File: src/rtl/ethernet_smi_frame_engine.sv
`timescale 1ns/1ps
// ---------------------------------------------------------------------------
// ethernet_smi_frame_engine
//
// Clause-22 MDIO management-frame engine. Serialises one 64-bit read or write
// frame per request onto MDC/MDIO, pacing every MDC half-period from the
// smiTick pulse of the SMI clock divider, and returns read data with a
// one-cycle done pulse.
//
// Ports:
//   clk            in   system clock
//   reset          in   asynchronous, active-high reset
//   smiTick        in   one-cycle pulse, one per MDC half-period
//   start          in   frame request, accepted only while idle
//   opWrite        in   1 = write frame, 0 = read frame
//   phyAddr[4:0]   in   PHY address
//   regAddr[4:0]   in   register address
//   writeData[15:0] in  write payload
//   busy           out  high while a frame is in progress
//   done           out  one-cycle pulse at frame end
//   readData[15:0] out  data from the last read frame
//   mdc            out  MDC pin
//   mdioOut        out  MDIO output data
//   mdioOutEnable  out  MDIO tristate enable, 1 = drive
//   mdioIn         in   MDIO pin input, already synchronised
// ---------------------------------------------------------------------------
module ethernet_smi_frame_engine (
    input  logic        clk,
    input  logic        reset,
    input  logic        smiTick,
    input  logic        start,
    input  logic        opWrite,
    input  logic [4:0]  phyAddr,
    input  logic [4:0]  regAddr,
    input  logic [15:0] writeData,
    output logic        busy,
    output logic        done,
    output logic [15:0] readData,
    output logic        mdc,
    output logic        mdioOut,
    output logic        mdioOutEnable,
    input  logic        mdioIn
);

    localparam logic [1:0] STATE_IDLE = 2'd0;
    localparam logic [1:0] STATE_LOW  = 2'd1;  // mdc low, waiting for rising tick
    localparam logic [1:0] STATE_HIGH = 2'd2;  // mdc high, waiting for falling tick

    localparam logic [5:0] TA_FIRST_BIT   = 6'd46;
    localparam logic [5:0] DATA_FIRST_BIT = 6'd48;
    localparam logic [5:0] LAST_BIT       = 6'd63;

    logic [1:0]  state;
    logic [5:0]  bitIndex;
    logic [63:0] shiftReg;
    logic        isWrite;

    logic [63:0] frameWord;
    logic [5:0]  nextIndex;

    // Preamble, ST, OP, PHYAD, REGAD, then TA+DATA. On a read the last 18 bits
    // are never driven (enable is low), so they are simply filled with ones.
    assign frameWord = {32'hFFFF_FFFF, 2'b01, (opWrite ? 2'b01 : 2'b10), phyAddr, regAddr,
                        (opWrite ? {2'b10, writeData} : 18'h3FFFF)};

    assign nextIndex = bitIndex + 6'd1;

    // The shift register MSB is the MDIO output flop. Idle and post-frame it
    // holds all ones, so mdioOut reads 1 whenever nothing is being sent.
    assign mdioOut = shiftReg[63];

    // NOTE: sequential state uses non-blocking assignments so every register
    // samples pre-edge values; blocking here would make ordering significant.
    always_ff @(posedge clk or posedge reset) begin
        if (reset) begin
            state         <= STATE_IDLE;
            bitIndex      <= 6'd0;
            // NOTE: the datapath registers are reset too, because the shift
            // register directly drives the MDIO pin and must idle at 1.
            shiftReg      <= '1;
            isWrite       <= 1'b0;
            busy          <= 1'b0;
            done          <= 1'b0;
            readData      <= 16'h0000;
            mdc           <= 1'b0;
            mdioOutEnable <= 1'b0;
        end else begin
            done <= 1'b0;
            case (state)
                STATE_IDLE: begin
                    // A tick in the acceptance cycle is deliberately ignored.
                    if (start) begin
                        shiftReg      <= frameWord;
                        isWrite       <= opWrite;
                        bitIndex      <= 6'd0;
                        busy          <= 1'b1;
                        mdioOutEnable <= 1'b1;
                        state         <= STATE_LOW;
                    end
                end
                STATE_LOW: begin
                    if (smiTick) begin
                        mdc   <= 1'b1;
                        state <= STATE_HIGH;
                        // The PHY drove this bit after the previous MDC rise.
                        if (!isWrite && bitIndex >= DATA_FIRST_BIT) begin
                            readData <= {readData[14:0], mdioIn};
                        end
                    end
                end
                STATE_HIGH: begin
                    if (smiTick) begin
                        mdc <= 1'b0;
                        if (bitIndex == LAST_BIT) begin
                            state         <= STATE_IDLE;
                            busy          <= 1'b0;
                            done          <= 1'b1;
                            mdioOutEnable <= 1'b0;
                            shiftReg      <= '1;
                        end else begin
                            shiftReg      <= {shiftReg[62:0], 1'b1};
                            bitIndex      <= nextIndex;
                            // Release the bus from the turnaround onwards on a read.
                            mdioOutEnable <= isWrite || (nextIndex < TA_FIRST_BIT);
                            state         <= STATE_LOW;
                        end
                    end
                end
                default: state <= STATE_IDLE;
            endcase
        end
    end

endmodule
File: config.mk
export PLATFORM = sky130hd
export DESIGN_NAME = ethernet_smi_frame_engine
export DESIGN_NICKNAME = d
export VERILOG_FILES = /design/src/rtl/ethernet_smi_frame_engine.sv
export SDC_FILE = /design/constraint.sdc
export NUM_CORES = 1
export LEC_CHECK = 0
export BUFFER_PORTS_ARGS = -buffer_cell sky130_fd_sc_hd__buf_2
export CORE_ASPECT_RATIO = 1.25
export CORE_UTILIZATION = 61
export CTS_CLUSTER_DIAMETER = 150
export DETAILED_ROUTE_END_ITERATION = 10
export MAX_ROUTING_LAYER = met4
export PLACE_DENSITY_LB_ADDON = 0.3
export SLEW_MARGIN = 20
export SYNTH_ARGS = -nofsm -noshare
export SYNTH_HDL_FRONTEND = slang
export SYNTH_SLANG_ARGS = --single-unit
File: constraint.sdc
create_clock -name clk -period 4.5 [get_ports clk]
set_clock_uncertainty 0.1 [all_clocks]
set_input_delay 0.675 -clock clk [delete_from_list [all_inputs] [get_ports clk]]
set_output_delay 0.675 -clock clk [all_outputs]
set_load 0.01 [all_outputs]
# After elaboration in Yosys (flattened, before gate mapping)
# Index checks and enable logic that the tools add are counted.
# totals
regBits	93
latch_bits	0
mem_bits_rw	0
romBits	0
in_bits	32
output_inout_bits	21
word_cells	61
memories	0
# op_classes
add_sub_neg	1
mul	0
div	0
magnitude_cmp	2
n_eq_ne	8
shift	0
n_mux	28
bitwise_logic	0
n_reduce_logical	13
# ops
cell	count
$mux W64	3
$pmux W64 S2	1
$mux W6	3
$mux W17	1
$pmux W6 S2	1
$reduce_and A3 Y1	4
$mux W1	11
$ne A2 B2 Y1 const B	5
$mux W2	4
$reduce_and A4 Y1	2
$add A6 B1 Y6 const B	1
$eq A6 B6 Y1 const B	1
$ge A6 B6 Y1 const B	1
$lt A6 B6 Y1 const B	1
$pmux W1 S2	3
$pmux W2 S3	1
$reduce_bool A2 Y1	2
$eq A2 B1 Y1 const B	1
$eq A2 B2 Y1 const B	1
$logic_not A2 Y1	1
$reduce_and A2 Y1	1
$logic_and A1 B1 Y1	1
$logic_not A1 Y1	1
$logic_or A1 B1 Y1	1

# Logic depth before layout (Yosys ltp)
# depth
word_depth	6
ltp_mapped	7
depth_no_buf	5

# Worst setup path before layout
# No wires, ideal clock.
# synth_timing
path_kind	input-to-reg
startpoint	input smiTick
endpoint	register readData[15]
setup_ps	125
arrival_ps	1923
required_time_ps	4275
path_slack_ps	2352
path_stages	6
n_path_buf	3
cell_sequence	buf_4 -> inv_2 -> or4_4 -> buf_6 -> buf_8 -> mux2_4
# synth_via
elab_chain_len	1
# synth_lines
element	line_no	rtl
start, declared	30	input logic smiTick,
$reduce_and A3 Y1 (no line)	-	
end signal, assigned	107	readData <= {readData[14:0], mdioIn};
end, declared	38	output logic [15:0] readData,
# Every way passes these cells.
# A chain may end at the register's enable or synchronous reset.

# Final worst setup path
# layout_timing
startpoint	register bitIndex[1]
endpoint	register bitIndex[5]
# layout_via
elab_chain_len	4
word_cells_on_any_way	7
cone_classes	add/sub: 1; eq/ne: 2; mux: 3; reduce/logical: 1
# layout_lines
element	line_no	rtl
start, declared	54	logic [5:0] bitIndex;
start signal, assigned	122	bitIndex <= nextIndex;
$add A6 B1 Y6	66	assign nextIndex = bitIndex + 6'd1;
$mux W6	114	if (bitIndex == LAST_BIT) begin
$mux W6	112	if (smiTick) begin
$pmux W6 S2	89	case (state)
# Several ways; a longest one is shown, not always the timed one. The select of a mux whose other input is x is not followed.

==> flow_metrics.tcl <==
set metrics [dict create \
    start_util_pct 63.5 \
    fillers 444 \
    internal_power_uw 1540 \
    crit_chain "ha_1, nand3_1, nor2_1, nor2_1, a221o_1" \
    post_cts.repair.setup_buffers 0 \
    syn_nets 379 \
    dieHeight_um 92.2 \
    area_delta_synth_final_pct 12.0 \
    period_minus_slack_ns 2.36 \
    critical_path_depth 5 \
    synthArstFlopShare_pct 100 \
    drive_gt1_share_pct 41.1 \
    synth_top_area_share_pct 42.4 \
    grt_pass1_wl_um 12000 \
    min-delay-path-class "in -> async" \
    critical_path.top_delay_family "simple AND/OR/NAND/NOR gates" \
    drt_iter0_drc 160 \
    row_count 32 \
    crit_start "bitIndex[1]" \
    cts.clk_slew.worst_paths_ns 0.09 \
    cts_tree "done" \
    ys_seq_area_share_pct 60.7 \
    irDropWorstVdd_mv 0.272 \
    drv_cap 0 \
    dpl.hpwl_um 4450 \
    crit_end "bitIndex[5]" \
    drt-total-wl_um 6910 \
    antenna_found_initial 0 \
    worstMarginPinSlew_ns 0.954 \
    numCtsBuffers 9 \
    stdcell_count 477 \
    final_antenna_net_count 0 \
    netlist_instances 346 \
    io_pins 53 \
    synth_cell_types 42 \
    hold_slack_ns 0.336 \
    finalHoldViolations 0 \
    p_sw_uw 746 \
    crit_fanout 15 \
    ctsRootBufferMaster "clkbuf_8" \
    clk-insertion-delay-late_ns 0.35 \
    synth_top_cell_by_area "dfstp_2" \
    synth_most_common_cell "dfstp_2" \
    drt_first_pass_iters 4 \
    rsz0062_at_grt "no" \
    clockBufferDepth 2 \
    dieArea_um2 6830 \
    syn_area_per_cell_um2 11.5 \
    max_slew_margin_pct 36.1 \
    place_congestion 0.779 \
    cts.sinks 93 \
    r2r-end "bitIndex[5]" \
    ys_top_cells_by_area "dfstp_2 42%, dfrtp_1 18%, o22a_1 7.7%" \
    num-nets-final 420 \
    drv_slew 0 \
    clockPowerShare_pct 23.5 \
    wl_per_cell_um 14.5 \
    drcViolationCount 0 \
    regArea_um2 2410 \
    overflow 0 \
    end_kind "register" \
    crit_path_start_kind "register" \
    track_usage_pct 23.6 \
    crit_type "reg -> reg" \
    synth-edff-count 0 \
    multi_input_area_um2 1430 \
    ys_ff_latch 93 \
    pre_cts_ws_ns 2.10 \
    r2r-start "bitIndex[1]" \
    cp.buffers_inverters 0 \
    syn_area_um2 3970 \
    port_buffers 52 \
    fin_area_um2 4450 \
    slowest_delay_ns 0.74 \
    yosysWarnings 0 \
    grt_max_degree 53 \
    dpl-instance-area_um2 4240 \
    synth_flop_cell "dfstp_2" \
    cp.required_ns 4.64 \
    synth_commonest_cells "64 x dfstp_2, 48 x nor2_1, 45 x nor3_1, 35 x o22a_1, 29 x dfrtp_1" \
    power.density_nw_per_um2 514 \
    h-tree-depth 3 \
    outcome "completed" \
    cpMaxStageDelayCell "nor2_1" \
    post_cts_resized 0 \
    die_w_um 74.1 \
    postCtsHoldBufs 0 \
    finalSetupTns_ns 0 \
    core_area_um2 6250 \
    p_leak_uw 0.00188 \
    diodes 0 \
    avgViaCountPerCell 5.63 \
    switching_share_pct 32.6 \
    post-place-cells 461 \
    grt_pass1_vias 2676 \
    fmax_mhz 423 \
    rrSetupSlack_ns 2.14 \
    vias 2686 \
    cp.arrival_ns 2.50 \
    fin_crit_sh_pct 52.5 \
    seqPwrFrac_pct 53.1 \
    setup_viol 0 \
    setup_ws_ns 2.14 \
    worst_r2r_path_depth 5 \
    critPathMostFrequentCell "nor2_1" \
    comb_power_share_pct 23.3 \
]
[layer usage]
| metal | part of all wire, % | GRT usage (%) | routed length (µm) |
|---|---|---|---|
| met4 | 1.9 | 10.1 | 132 |
| met1 | 47 | 30.7 | 3210 |
| met2 | 49 | 36.4 | 3380 |
| met3 | 2.7 | 3.85 | 187 |
| met5 | 0 | - | 0 |
[per-stage QoR]
| step | power, µW | utilization, % |
|---|---|---|
| floorplan | 1630 | - |
| global placement | 1740 | 67.9 |
| detailed placement | 1770 | 67.9 |
| CTS | 2310 | 71.2 |
| global route | 2450 | 71.2 |
| finish | 2290 | 71.2 |
[cell families (layout without fill, tap and decap cells)]
family	count (synthesis)	in the layout	share of synthesized area, %
DFF	93	93	60.7
AOI/OAI and AO/OA	73	73	14.2
and+or+nand+nor	132	132	15.1
buffers and inverters	28	74	3.47
xor gates and xnor gates	1	1	0.221
adders and majority gates	1	1	0.315
muxes	18	18	6.05
[layout make-up]
cell class / instances / share of cell area (%)
inverters: 2 / 0.197
flip-flops and latches: 93 / 54.2
clock buffers: 10 / 3.35
repair buffers: 56 / 6.53
well taps: 85 / 2.39
multi-input cells: 225 / 32.2
clock inverters: 6 / 1.18
[cells in the final DEF (no fill, tap or decap), types with 3 or more instances in the layout]
cell type	count
dfstp_2	64
buf_4	4
nand2_1	23
mux2_2	8
o21ai_0	10
nand2b_1	3
nor2_1	48
o22a_1	35
nor3_1	45
o31ai_1	12
buf_2	52
nand3_1	4
mux2_4	10
dfrtp_1	29
clkbuf_8	9
[power groups by stage]
stage               Sequential (µW)  Combinational, µW  Clock (µW)
floorplan                      1190                444           0
global placement               1220                518           0
detailed placement             1230                541           0
CTS                            1210                542         557
global route                   1240                615         590
finish                         1210                534         538
[sequential cells by signal, summed over array words and instances, names as in the netlist]
register,flops
bitIndex,6
busy,1
done,1
isWrite,1
mdc,1
mdioOutEnable,1
readData,16
shiftReg,64
state,2
[worst min-delay path by stage]
stage | start | endpoint | slack (ns)
3_5_place_dp | shiftReg[0] | shiftReg[0] | 0.35
4_1_cts | reset | bitIndex[5] | 0.35
3_3_place_gp | shiftReg[0] | shiftReg[0] | 0.34
6_report | reset | bitIndex[0] | 0.34
2_1_floorplan | shiftReg[0] | shiftReg[0] | 0.33
5_1_grt | reset | bitIndex[0] | 0.40
[worst reg2reg max path, cell delays in order, from the launching register on]
cell,delay [ns]
dfrtp_1,0.42
ha_1,0.30
nand3_1,0.15
nor2_1,0.74
nor2_1,0.18
a221o_1,0.36
Note: power is estimated with default switching activity, not from simulation.
